<file path="src/rtl/gram_write_scheduler.sv">
// Shares the single GRAM write port between buffered UART character writes
// and a full-screen clear sequencer that fills every cell with FILL_CHAR.
module gram_write_scheduler #(
    parameter int unsigned GRAM_DEPTH = 2400,
    parameter logic [6:0]  FILL_CHAR  = 7'h20,
    parameter int unsigned FIFO_DEPTH = 4
) (
    input  logic        clk,
    input  logic        rst,
    input  logic        uart_write_enable,
    input  logic [6:0]  uart_write_data,
    input  logic [11:0] uart_write_address,
    input  logic        clear_req,
    input  logic        overflow_clear,
    output logic        gram_write_enable,
    output logic [6:0]  gram_write_data,
    output logic [11:0] gram_write_address,
    output logic        clear_busy,
    output logic        fifo_overflow
);

    localparam int unsigned DATA_W = 7;
    localparam int unsigned ADDR_W = 12;
    localparam int unsigned PTR_W  = (FIFO_DEPTH > 1) ? $clog2(FIFO_DEPTH) : 1;
    localparam int unsigned CNT_W  = PTR_W + 1;
    localparam logic [ADDR_W-1:0] LAST_ADDR = ADDR_W'(GRAM_DEPTH - 1);
    localparam logic [CNT_W-1:0]  FULL_CNT  = CNT_W'(FIFO_DEPTH);

    typedef struct packed {
        logic [ADDR_W-1:0] addr;
        logic [DATA_W-1:0] data;
    } wr_entry_t;

    typedef enum logic {
        ST_IDLE,
        ST_CLEAR
    } state_t;

    state_t            state_q, state_d;
    logic [ADDR_W-1:0] clr_ptr_q, clr_ptr_d;

    wr_entry_t         fifo_mem [FIFO_DEPTH];
    logic [PTR_W-1:0]  rd_ptr_q, wr_ptr_q;
    logic [CNT_W-1:0]  count_q;
    logic              fifo_empty, fifo_full;
    logic              pop, push, drop;
    wr_entry_t         head, push_entry;

    logic              we_d;
    logic [DATA_W-1:0] data_d;
    logic [ADDR_W-1:0] addr_d;
    logic              busy_d;

    assign fifo_empty = (count_q == '0);
    assign fifo_full  = (count_q == FULL_CNT);
    assign head       = fifo_mem[rd_ptr_q];
    assign push_entry = '{addr: uart_write_address, data: uart_write_data};

    // A full FIFO still takes a push when the head leaves in the same cycle.
    assign push = uart_write_enable && (!fifo_full || pop);
    assign drop = uart_write_enable && fifo_full && !pop;

    // Next-state and next-output logic; clear wins over a pending pop.
    always_comb begin
        state_d   = state_q;
        clr_ptr_d = clr_ptr_q;
        we_d      = 1'b0;
        data_d    = gram_write_data;
        addr_d    = gram_write_address;
        busy_d    = clear_busy;
        pop       = 1'b0;
        case (state_q)
            ST_IDLE: begin
                if (clear_req) begin
                    state_d   = ST_CLEAR;
                    clr_ptr_d = '0;
                    busy_d    = 1'b1;
                end else if (!fifo_empty) begin
                    pop    = 1'b1;
                    we_d   = 1'b1;
                    data_d = head.data;
                    addr_d = head.addr;
                end
            end
            ST_CLEAR: begin
                we_d   = 1'b1;
                data_d = FILL_CHAR;
                addr_d = clr_ptr_q;
                if (clr_ptr_q == LAST_ADDR) begin
                    state_d   = ST_IDLE;
                    clr_ptr_d = '0;
                    busy_d    = 1'b0;
                end else begin
                    clr_ptr_d = clr_ptr_q + ADDR_W'(1);
                end
            end
            default: begin
                state_d   = ST_IDLE;
                clr_ptr_d = '0;
                busy_d    = 1'b0;
            end
        endcase
    end

    always_ff @(posedge clk) begin
        if (rst) begin
            state_q            <= ST_IDLE;
            clr_ptr_q          <= '0;
            gram_write_enable  <= 1'b0;
            gram_write_data    <= '0;
            gram_write_address <= '0;
            clear_busy         <= 1'b0;
        end else begin
            state_q            <= state_d;
            clr_ptr_q          <= clr_ptr_d;
            gram_write_enable  <= we_d;
            gram_write_data    <= data_d;
            gram_write_address <= addr_d;
            clear_busy         <= busy_d;
        end
    end

    // Storage needs no reset: occupancy is tracked by the pointers and count.
    always_ff @(posedge clk) begin
        if (push) begin
            fifo_mem[wr_ptr_q] <= push_entry;
        end
    end

    always_ff @(posedge clk) begin
        if (rst) begin
            wr_ptr_q <= '0;
            rd_ptr_q <= '0;
            count_q  <= '0;
        end else begin
            if (push) begin
                wr_ptr_q <= wr_ptr_q + PTR_W'(1);
            end
            if (pop) begin
                rd_ptr_q <= rd_ptr_q + PTR_W'(1);
            end
            case ({push, pop})
                2'b10:   count_q <= count_q + CNT_W'(1);
                2'b01:   count_q <= count_q - CNT_W'(1);
                default: count_q <= count_q;
            endcase
        end
    end

    // Sticky drop flag; a new drop beats a simultaneous clear.
    always_ff @(posedge clk) begin
        if (rst) begin
            fifo_overflow <= 1'b0;
        end else if (drop) begin
            fifo_overflow <= 1'b1;
        end else if (overflow_clear) begin
            fifo_overflow <= 1'b0;
        end
    end

endmodule

</file>
<file path="config.mk">
export PLATFORM = sky130hd
export DESIGN_NAME = gram_write_scheduler
export DESIGN_NICKNAME = d
export VERILOG_FILES = /design/src/rtl/gram_write_scheduler.sv
export SDC_FILE = /design/constraint.sdc
export NUM_CORES = 1
export LEC_CHECK = 0
export ABC_CLOCK_PERIOD_IN_PS = 2400
export CORE_UTILIZATION = 51
export DETAILED_ROUTE_END_ITERATION = 6
export HOLD_SLACK_MARGIN = 0.08
export MAX_ROUTING_LAYER = met4
export PLACE_DENSITY = 0.76
export SYNTH_ARGS = -nofsm -noshare
export SYNTH_HDL_FRONTEND = slang
export SYNTH_SLANG_ARGS = --single-unit
</file>
<file path="constraint.sdc">
create_clock -name clk -period 2.4 [get_ports clk]
set_input_delay 0.48 -clock clk [delete_from_list [all_inputs] [get_ports clk]]
set_output_delay 0.48 -clock clk [all_outputs]
set_load 0.05 [all_outputs]
</file>
## After elaboration in Yosys (flattened, before gate mapping)

Memories as Yosys holds them, arrays and structs flattened. A register that Yosys moved wholly into a read port is not among the register bits.
Index checks and enable logic that the tools add are counted.

- Equality and inequality tests: 8
- Add/subtract/negate cells: 5
- Bitwise logic cells: 1
- Reduce and logical (&&, ||, !) cells: 11
- Mux-type cells: 26

Operators with widths:

| operator | number |
|---|---|
| $mux W12 | 4 |
| $pmux W12 S2 | 2 |
| $mux W7 | 2 |
| $pmux W7 S2 | 1 |
| $add A12 B1 Y12 const B | 1 |
| $eq A12 B12 Y1 const B | 1 |
| $mux W1 | 11 |
| $ne A2 B2 Y1 const B | 3 |
| $pmux W1 S2 | 3 |
| $pmux W3 S2 | 1 |
| $add A2 B1 Y2 const B | 2 |
| $mux W2 | 2 |
| $reduce_and A2 Y1 | 2 |
| $reduce_bool A2 Y1 | 2 |
| $add A3 B1 Y3 const B | 1 |
| $eq A3 B3 Y1 const B | 1 |
| $logic_and A1 B1 Y1 | 3 |
| $logic_not A3 Y1 | 1 |
| $sub A3 B1 Y3 const B | 1 |
| $eq A2 B1 Y1 const B | 1 |
| $eq A2 B2 Y1 const B | 1 |
| $logic_not A1 Y1 | 2 |
| $ne A2 B1 Y1 const B | 1 |
| $logic_or A1 B1 Y1 | 1 |
| $not A1 Y1 | 1 |

- Bits of input ports: 24
- RAM bits: 76
- Bits in registers: 42
- Memories: 1
- Logic and storage cells: 62
- Output and inout port bits: 22

Memories:

| memory | depth | bits a word | rd ports | clocked after memory_dff | wr ports | line | text |
|---|---|---|---|---|---|---|---|
| fifo_mem | 4 | 19 | 1 | 1 | 1 | 42 | `wr_entry_t fifo_mem [FIFO_DEPTH];` |

## Longest topological paths before layout

Gate-level depths: netlist of run 1.

- Depth in word-level cells: 8
- Gate-level depth with buffers: 9
- Gate-level depth less buffers: 7

## Least setup slack after synthesis of run 1

No wires, ideal clock.

- Path type: in2reg
- From: input clear_req
- To: register count_q[2]
- Arrival: 2157 ps
- Cell stages on the path: 7
- Path buffers: 1
- Setup time: 121 ps
- Data required time: 2279 ps
- Slack: 123 ps
- Cells stage by stage: or2_1 -> buf_2 -> nor3_1 -> inv_1 -> fa_1 -> a311oi_1 -> mux2_2

- Longest elaborated chain between the ends: 6
- Elaborated cells on any way between the ends: 8
- Those cells by class: 2 x eq/ne; 3 x mux; 3 x reduce/logical

RTL lines:

| item | line | text |
|---|---|---|
| from (decl) | 13 | `input logic clear_req,` |
| $mux W1 * | 74 | `if (clear_req) begin` |
| $mux W1 * | 72 | `case (state_q)` |
| $logic_or A1 B1 Y1 | 60 | `assign push = uart_write_enable && (!fifo_full \|\| pop);` |
| $logic_and A1 B1 Y1 | 60 |  |
| $eq A2 B1 Y1 / $eq A2 B2 Y1 (equally long branches) | 142 | `case ({push, pop})` |
| $pmux W3 S2 / $reduce_bool A2 Y1 (equally long branches) | -- |  |
| to (signal assigned) | 143 | `2'b10: count_q <= count_q + CNT_W'(1);` |
| to (signal assigned) | 144 | `2'b01: count_q <= count_q - CNT_W'(1);` |
| to (signal assigned) | 145 | `default: count_q <= count_q;` |
| to (decl) | 44 | `logic [CNT_W-1:0] count_q;` |

Every way passes the cells marked *; elsewhere a longest branch is shown, timed or not.
A chain may end at the register's enable or synchronous reset.

## Worst setup path in the final report of run 1

Same ends and word-level chain as after synthesis.

==> flow_metrics.py, run 1 <==
metrics = {
    "routing": {
        "vias": 2924,
        "met1_length_um": 4070,
        "ant_nets": 0,
        "route.met3.wl_um": 441,
        "viasPerCell": 5.82,
        "wl_met2_um": 4570,
        "topRoutingLayerUsed": "met4",
        "dr.pass1.iters": 7,
        "drc": 3,
        "dr.first_iter.drc_count": 177,
        "wl_per_cell_um": 18.4,
        "wl_um": 9260,
    },
    "placement": {
        "placed_cell_area_sq_um": 5430,
        "dpl_worst_slack_ns": -0.267,
        "portBuffers": 45,
        "place_inst": 470,
        "dp_hpwl_um": 5640,
        "finalWeightedCongestion": 0.813,
    },
    "critical_path": {
        "r2r_cells": 6,
        "startpoint": "clear_req",
        "crit_required_ns": 2.80,
        "critPathMaxFanout": 3,
        "worstPathArrival_ns": 2.62,
        "r2r_slack_ns": 0.22,
        "start_kind": "primary input",
        "rr_endpoint": "count_q[2]",
        "end_kind": "flop",
        "crit_type": "primary input to flop",
        "r2r-start": "count_q[2]",
    },
    "logic_synthesis": {
        "yosys-top-cells-area": "edfxtp_1, dfxtp_1, mux4_2, a221o_1, nor2_1",
        "synthDistinctLibCells": 51,
        "ys_seq_area_share_pct": 67.0,
        "synthArstFlopShare_pct": 0,
        "avgSynthCellArea_sq_um": 15.0,
        "yosys.area_share.simple_pct": 10.5,
        "synth_top_family_by_area": "simple AND/OR/NAND/NOR gates",
        "synthMuxAreaShare_pct": 10.2,
        "ys.flop_type": "edfxtp_1",
        "yosysWarnings": 0,
        "netlist.area_leader.share_pct": 48.4,
        "synthesis.nets": 344,
        "synth-edff-count": 76,
        "synth_area_sq_um": 4720,
        "synth-compound-area-share_pct": 7.16,
        "yosysTopAreaCell": "edfxtp_1",
        "syn_inst": 314,
        "synth-seq-cells": 120,
        "synth_adder_area_share_pct": 1.75,
        "post_synth_xor_area_fraction_pct": 0.928,
    },
    "cells_and_area": {
        "area.growth.synth_to_final_pct": 26.7,
        "drive_gt1_share_pct": 19.5,
        "antenna_cells": 0,
        "fillers": 619,
        "post-route-util_pct": 67.6,
        "design_area_sq_um": 5980,
        "final_cell_count_no_fill": 502,
        "final_nets": 411,
    },
    "clock_network": {
        "root_buffer": "clkbuf_8",
        "clockBufferDepth": 2,
        "ctsResizeCount": 0,
        "cts_hold_buffers": 0,
        "clock_latency_ns": 0.51,
        "htree_levels": 4,
        "path_clk_slew_ns": 0.06,
        "cts_tree": "yes",
        "numCtsBuffers": 17,
        "post_cts_buffers": 0,
        "cts.sinks": 120,
    },
    "timing": {
        "grt_setup_unrepaired": "false",
        "tns_ns": 0,
        "fin_skew_ns": 0.00654,
        "setup_viol": 0,
        "holdWs_ns": 0.467,
        "hold_viol_final": 0,
        "min_period_ns": 2.22,
        "finalWorstSetupSlack_ns": 0.178,
        "period_share_pct": 92.6,
        "slew_headroom_pct": 66.1,
        "timing.fmax_mhz": 450,
        "maxSlewViolCount": 0,
        "worst_pin_slew_ns": 0.507,
    },
    "hold_path": {
        "hold_start": "gram_write_data[5]",
        "worstHoldPathType": "flop to flop",
        "holdPathEnd": "gram_write_data[5]",
        "hold_depth": 2,
    },
    "floorplanning": {
        "dieWidth_um": 98.2,
        "dieArea_sq_um": 9640,
        "num_rows": 34,
        "io_pins": 46,
        "initial_core_util_pct": 53.3,
        "dieHeight_um": 98.2,
        "core_area_sq_um": 8850,
    },
    "grt": {
        "globalRouteOverflowTotal": 0,
        "track_usage_pct": 22.2,
        "grt_pass1_wl_um": 15400,
        "grt_max_degree": 20,
        "grt_pass1_vias": 3044,
        "antenna_found_initial": 0,
    },
    "outcome": {
        "status": "finished with violations",
        "violations": "design-rule violations",
    },
    "power_and_ir_drop": {
        "ir_worst_vdd_mv": 0.605,
        "total_power_mw": 5.63,
        "powerDensity_nw_per_um2": 942,
        "p_leak_nw": 2.05,
    },
    "run": {
        "maxCapViolCount": 0,
    },
}
flip-flops by register name, indices dropped and copies added (netlist names), 2 cells and up, named ones only:
register and cells:
fifo_mem 76, clr_ptr_q 12, gram_write_address 12, gram_write_data 7, count_q 3, rd_ptr_q 2, wr_ptr_q 2
metal layers:
metal / vias to the layer above / GRT usage [%]
met2: 99 / 33.7
met5: - / -
met4: 0 / 10.3
met3: 16 / 6.37
li1: 1361 / -
met1: 1448 / 27.5
synthesized netlist by cell type, drive strengths merged (8+ instances only):
cell / n
a221o: 12
dfxtp: 44
nor2b: 13
buf: 8
inv: 10
nor2: 24
nand2: 13
mux4: 19
edfxtp: 76
nand3: 10
report_power, final:
| group | switching (mW) | total, mW | internal [mW] |
|---|---|---|---|
| Sequential | 0.0737 | 2.43 | 2.35 |
| Clock | 0.966 | 2.36 | 1.39 |
| Combinational | 0.463 | 0.844 | 0.381 |
critical path: stages:
cell	delay, ns
clkdlybuf4s50_1	0.42
or2_1	0.25
nor3_1	0.28
inv_1	0.10
fa_1	0.41
a311oi_1	0.31
mux2_2	0.36
cells in the final DEF, fill, tap and decap left out, types with 10 or more instances in the layout:
cell	n
a221o_1	12
inv_1	10
edfxtp_1	76
clkbuf_16	16
nand3_1	10
nand2_1	13
nor2_1	23
buf_4	13
clkdlybuf4s50_1	45
mux4_2	19
dfxtp_1	44
nor2b_1	13
how the worst max path moves through the flow:
stage                                  to  slack (ns)  cells past startpoint
floorplan                      count_q[2]        0.12                      7
global placement               count_q[2]       -0.22                      7
detailed placement             count_q[2]       -0.27                      7
CTS                 gram_write_address[2]        0.21                      1
global route                   count_q[2]        0.03                      7
finish                         count_q[2]        0.18                      7
area by class of cell:
class                      count  area, sq um  share of cell area, %
clock inverter                15          140                   2.34
clock buffer                  17          414                   6.93
multi-input combinational    169         1440                   24.1
timing repair buffer          63          648                   10.8
tap                          108          135                   2.26
inverter                      10         37.5                  0.628
sequential                   120         3160                   52.9
kinds of logic (layout without fill, tap and decap cells):
| kind of cell | Yosys count | after routing |
|---|---|---|
| compound gates | 42 | 42 |
| xor+xnor | 5 | 5 |
| fa+ha+maj | 6 | 6 |
| buf+inv | 25 | 105 |
| flops | 120 | 120 |
| mux | 24 | 24 |
| simple gates | 92 | 92 |
No activity file was read; power rests on OpenSTA's default activity.
==> inputs of run 2 (changes only) <==
--- a/config.mk
+++ b/config.mk
@@ -9,7 +9,6 @@
 export CORE_UTILIZATION = 51
 export DETAILED_ROUTE_END_ITERATION = 6
 export HOLD_SLACK_MARGIN = 0.08
-export MAX_ROUTING_LAYER = met4
 export PLACE_DENSITY = 0.76
 export SYNTH_ARGS = -nofsm -noshare
 export SYNTH_HDL_FRONTEND = slang
==> run 2 against run 1 <==
Clock power is essentially flat. Critical path depth is the same. Wire length is 0.26% lower. Global-route usage shrank 0.76 points. Non-clock buffer count did not move. First-iteration DRC count grew 1.7%. Largest cell class unchanged. Maximum frequency rose by 0.42%. Worst setup slack improved by 0.0093 ns. Total power about the same. The flow still finishes with violations (design-rule violations). Count of clock-buffer cells in the layout is the same. Final cell count unchanged. Sequential power is essentially flat.
==> flow_metrics.py, run 2 (synthesis gave the netlist of run 1 again) <==
metrics = {
    "cells_and_area": {
        "area.growth.synth_to_final_pct": 26.7,
        "final_common_cell": "edfxtp_1",
        "drive_gt1_share_pct": 19.5,
        "largest_register_ffs": 76,
        "design_area_sq_um": 5980,
        "final_nets": 411,
        "top_register": "fifo_mem",
        "antenna_cells": 0,
        "final_cell_mix": "edfxtp_1, clkdlybuf4s50_1, dfxtp_1, nor2_1, mux4_2",
        "largestRegisters": "fifo_mem x76, clr_ptr_q x12, gram_write_address x12",
    },
    "routing": {
        "ant_nets": 0,
        "wl_per_cell_um": 18.4,
        "viasPerCell": 5.79,
        "wl_um": 9230,
        "vias": 2905,
        "dr.first_iter.drc_count": 180,
        "drc": 3,
        "dr.pass1.iters": 6,
    },
    "grt": {
        "grt_pass1_vias": 3047,
        "track_usage_pct": 21.4,
        "grt_max_degree": 20,
        "antenna_found_initial": 0,
        "globalRouteOverflowTotal": 0,
        "grt_pass1_wl_um": 15300,
    },
    "floorplanning": {
        "dieHeight_um": 98.2,
        "num_rows": 34,
        "core_area_sq_um": 8850,
        "io_pins": 46,
        "initial_core_util_pct": 53.3,
        "dieArea_sq_um": 9640,
        "dieWidth_um": 98.2,
    },
    "clock_network": {
        "cts_tree": "yes",
        "ctsResizeCount": 0,
        "numCtsBuffers": 17,
        "post_cts_buffers": 0,
        "clockBufferDepth": 2,
        "cts_hold_buffers": 0,
        "htree_levels": 4,
        "clock_latency_ns": 0.51,
        "path_clk_slew_ns": 0.06,
        "root_buffer": "clkbuf_8",
        "cts.sinks": 120,
    },
    "timing": {
        "finalWorstSetupSlack_ns": 0.187,
        "hold_viol_final": 0,
        "worst_pin_slew_ns": 0.509,
        "setup_viol": 0,
        "grt_setup_unrepaired": "false",
        "holdWs_ns": 0.463,
        "slew_headroom_pct": 65.9,
        "fin_skew_ns": 0.00700,
        "min_period_ns": 2.21,
        "period_share_pct": 92.2,
        "maxSlewViolCount": 0,
        "tns_ns": 0,
        "timing.fmax_mhz": 452,
    },
    "critical_path": {
        "start_kind": "primary input",
        "crit_type": "primary input to flop",
        "end_kind": "flop",
        "worstPathArrival_ns": 2.61,
        "crit_required_ns": 2.80,
        "r2r_cells": 6,
        "critPathMaxFanout": 3,
    },
    "outcome": {
        "status": "finished with violations",
        "violations": "design-rule violations",
    },
    "power_and_ir_drop": {
        "p_leak_nw": 2.05,
        "total_power_mw": 5.63,
        "ir_worst_vdd_mv": 0.604,
        "powerDensity_nw_per_um2": 942,
    },
    "placement": {
        "placed_cell_area_sq_um": 5430,
        "dpl_worst_slack_ns": -0.267,
        "portBuffers": 45,
        "finalWeightedCongestion": 0.802,
        "dp_hpwl_um": 5640,
    },
    "hold_path": {
        "hold_depth": 2,
        "worstHoldPathType": "flop to flop",
    },
    "run": {
        "maxCapViolCount": 0,
    },
}
run 2: path summary, 6_finish.rpt:
| check | start | end | slack [ns] |
|---|---|---|---|
| hold reg to reg | gram_write_data[5] | gram_write_data[5] | 0.46 |
| setup reg to reg | count_q[2] | count_q[2] | 0.22 |
| hold / removal | gram_write_data[5] | gram_write_data[5] | 0.46 |
| setup / recovery | clear_req | count_q[2] | 0.19 |
run 2: metrics by stage:
| stage | std cells | utilization [%] |
|---|---|---|
| 3_3_place_gp | 470 | 61.3 |
| 4_1_cts | 502 | 67.6 |
| 3_5_place_dp | 470 | 61.3 |
| 2_1_floorplan | 314 | - |
| 6_report | 502 | 67.6 |
| 5_1_grt | 502 | 67.6 |
run 2: worst max-delay path, cell delays in order:
cell	delay [ns]
clkdlybuf4s50_1	0.42
or2_1	0.25
nor3_1	0.28
inv_1	0.10
fa_1	0.41
a311oi_1	0.31
mux2_2	0.36
run 2: per-layer routing:
metal | vias up | wire length (um) | track usage (%)
met3 | 17 | 436 | 6.30
met2 | 92 | 4520 | 33.8
met5 | - | 0 | 0
met4 | 0 | 218 | 10.3
li1 | 1355 | - | -
met1 | 1441 | 4050 | 27.3
run 2: area by class of cell:
type	count	area, sq um
Sequential cell	120	3160
Fill cell	619	2870
Multi-Input combinational cell	169	1440
Timing Repair Buffer	63	648
Clock buffer	17	414
Clock inverter	15	140
Tap cell	108	135
Inverter	10	37.5
run 2: power breakdown:
| part | leakage [nW] | switching, mW | internal (mW) | total [mW] |
|---|---|---|---|---|
| Clock | 0.273 | 0.966 | 1.39 | 2.36 |
| Sequential | 1.06 | 0.0736 | 2.35 | 2.43 |
| Combinational | 0.720 | 0.462 | 0.381 | 0.843 |
==> inputs of run 3 (changes only) <==
==> config.mk (replaced) <==
export PLATFORM = sky130hd
export DESIGN_NAME = gram_write_scheduler
export DESIGN_NICKNAME = d
export VERILOG_FILES = /design/src/rtl/gram_write_scheduler.sv
export SDC_FILE = /design/constraint.sdc
export NUM_CORES = 1
export LEC_CHECK = 0
export ABC_CLOCK_PERIOD_IN_PS = 2670
export CORE_UTILIZATION = 61
export DETAILED_ROUTE_END_ITERATION = 6
export HOLD_SLACK_MARGIN = 0.08
export PLACE_DENSITY = 0.85
export RECOVER_POWER = 100
export REMOVE_ABC_BUFFERS = 1
export SYNTH_ARGS = -nofsm -noshare
export SYNTH_HDL_FRONTEND = slang
export SYNTH_SLANG_ARGS = --single-unit
==> constraint.sdc (replaced) <==
create_clock -name clk -period 2.67 [get_ports clk]
set_input_delay 0.534 -clock clk [delete_from_list [all_inputs] [get_ports clk]]
set_output_delay 0.534 -clock clk [all_outputs]
set_load 0.05 [all_outputs]
==> run 3 against run 2 <==
Critical endpoint is now fifo_mem[0][1]. The flow now finishes without violations. Core utilization is 13 points higher. Cell area down 1.1%. Via count is 2.8% higher. Highest routed layer unchanged. Largest cell class unchanged. Largest power group is now the clock network. Wire length up 5.3%.
==> flow_metrics.py, run 3 (synthesis gave the netlist of run 1 again) <==
metrics = {
    "clock_network": {
        "htree_levels": 4,
        "clock_latency_ns": 0.52,
        "clockBufferDepth": 2,
        "numCtsBuffers": 17,
        "cts.sinks": 120,
        "cts_tree": "yes",
        "post_cts_buffers": 0,
        "path_clk_slew_ns": 0.06,
        "cts_hold_buffers": 0,
        "ctsResizeCount": 0,
        "root_buffer": "clkbuf_8",
    },
    "grt": {
        "antenna_found_initial": 0,
        "grt_pass1_vias": 3033,
        "globalRouteOverflowTotal": 0,
        "grt_max_degree": 20,
        "grt_pass1_wl_um": 15700,
        "track_usage_pct": 26.4,
    },
    "critical_path": {
        "critPathMaxFanout": 14,
        "crit_type": "primary input to flop",
        "path_buf_inv": 3,
        "cpLargestDelayFamily": "buffers and inverters",
        "r2r-start": "state_q",
        "critPathSlowestCell": "dlygate4sd3_1",
        "path_cells": "dlygate4sd3_1 -> or2_0 -> clkbuf_1 -> a31oi_2 -> and2_0 -> clkbuf_2",
        "startpoint": "clear_req",
        "crit_required_ns": 2.84,
        "end_kind": "flop",
        "worstPathArrival_ns": 2.57,
        "max_stage_delay_ns": 0.55,
        "start_kind": "primary input",
    },
    "floorplanning": {
        "core_area_sq_um": 7370,
        "io_pins": 46,
        "dieHeight_um": 90.0,
        "num_rows": 31,
        "initial_core_util_pct": 64.0,
        "dieArea_sq_um": 8090,
        "dieWidth_um": 90.0,
    },
    "routing": {
        "wl_um": 9720,
        "dr.first_iter.drc_count": 196,
        "ant_nets": 0,
        "dr.pass1.iters": 4,
        "viasPerCell": 6.08,
        "vias": 2986,
        "wl_per_cell_um": 19.8,
        "drc": 0,
    },
    "power_and_ir_drop": {
        "powerDensity_nw_per_um2": 857,
        "p_leak_nw": 2.08,
        "ir_worst_vdd_mv": 0.810,
    },
    "cells_and_area": {
        "largestRegisters": "fifo_mem x76, clr_ptr_q x12, gram_write_address x12",
        "largest_register_ffs": 76,
        "final_common_cell": "edfxtp_1",
        "final_nets": 410,
        "top_register": "fifo_mem",
        "fillers": 387,
        "area.growth.synth_to_final_pct": 25.3,
        "drive_gt1_share_pct": 17.9,
        "final_cell_mix": "edfxtp_1, dfxtp_1, dlygate4sd3_1, nor2_1, mux4_2",
        "antenna_cells": 0,
    },
    "timing": {
        "hold_viol_final": 0,
        "min_period_ns": 2.40,
        "timing.fmax_mhz": 417,
        "fin_skew_ns": 0.00918,
        "worst_pin_slew_ns": 0.776,
        "grt_setup_unrepaired": "false",
        "period_share_pct": 89.8,
        "holdWs_ns": 0.447,
        "slew_headroom_pct": 48.3,
        "finalWorstSetupSlack_ns": 0.272,
        "setup_viol": 0,
        "maxSlewViolCount": 0,
    },
    "outcome": {
        "status": "complete, no violations",
    },
    "placement": {
        "finalWeightedCongestion": 0.802,
        "dp_hpwl_um": 5970,
        "dpl_worst_slack_ns": -0.0438,
        "portBuffers": 45,
    },
    "hold_path": {
        "worstHoldPathType": "flop to flop",
        "hold_start": "gram_write_data[5]",
    },
    "run": {
        "maxCapViolCount": 0,
    },
}
## run 3: changes by cell type in the layout (fill, tap and decap cells not counted), moves of 2 or more
cell,change
and2_0,+4
and2_1,-4
buf_12,-2
buf_4,-5
clkbuf_1,+5
clkbuf_2,+2
clkdlybuf4s50_1,-42
clkinv_1,-2
clkinvlp_4,+4
dlygate4sd3_1,+42
inv_8,-2
## run 3: power breakdown
part	total (mW)	switching, mW	leakage (nW)	internal (mW)
Combinational	0.701	0.408	0.760	0.293
Sequential	2.18	0.0649	1.06	2.12
Clock	2.19	0.854	0.265	1.33
## run 3: path summary, 6_finish.rpt
| kind | end | slack, ns | depth (start not counted) |
|---|---|---|---|
| worst max-delay path | fifo_mem[0][1] | 0.27 | 6 |
| worst min-delay path | gram_write_data[5] | 0.45 | 2 |
| worst max register to register | fifo_mem[0][1] | 0.40 | 5 |
| worst min register to register | gram_write_data[5] | 0.45 | 2 |
## run 3: area by class of cell
type                    instances  area (sq um)  area share (%)
repair buffers                 62           596            10.1
well taps                      99           124            2.09
clock buffers                  18           418            7.07
inverters                      10          37.5           0.635
flip-flops and latches        120          3160            53.5
multi-input cells             169          1430            24.2
clock inverters                13           148            2.50
## run 3: per-layer routing
layer,part of all wire (%),global-route usage [%],vias to the layer above
met1,41,32.4,1489
met4,1.5,10.5,0
li1,-,-,1356
met3,6.1,7.28,17
met5,0,0,-
met2,51,44.6,124
## run 3: through the flow
step | TNS, ns | util, % | instances | instance area (sq um) | total power, mW
global route | 0 | 80.3 | 491 | 5910 | 5.24
global placement | 0 | 73.2 | 460 | 5390 | 2.93
floorplan | 0 | - | 299 | 4640 | 2.68
CTS | 0 | 80.9 | 491 | 5960 | 5.13
detailed placement | -0.0438 | 73.2 | 460 | 5390 | 2.96
finish | 0 | 80.3 | 491 | 5910 | 5.07
## run 3: worst register-to-register path, cell delays in order (launching register included)
cell and delay [ns]:
dfxtp_1 0.41, or2_0 0.26, clkbuf_1 0.22, a31oi_2 0.42
and2_0 0.23, clkbuf_2 0.38
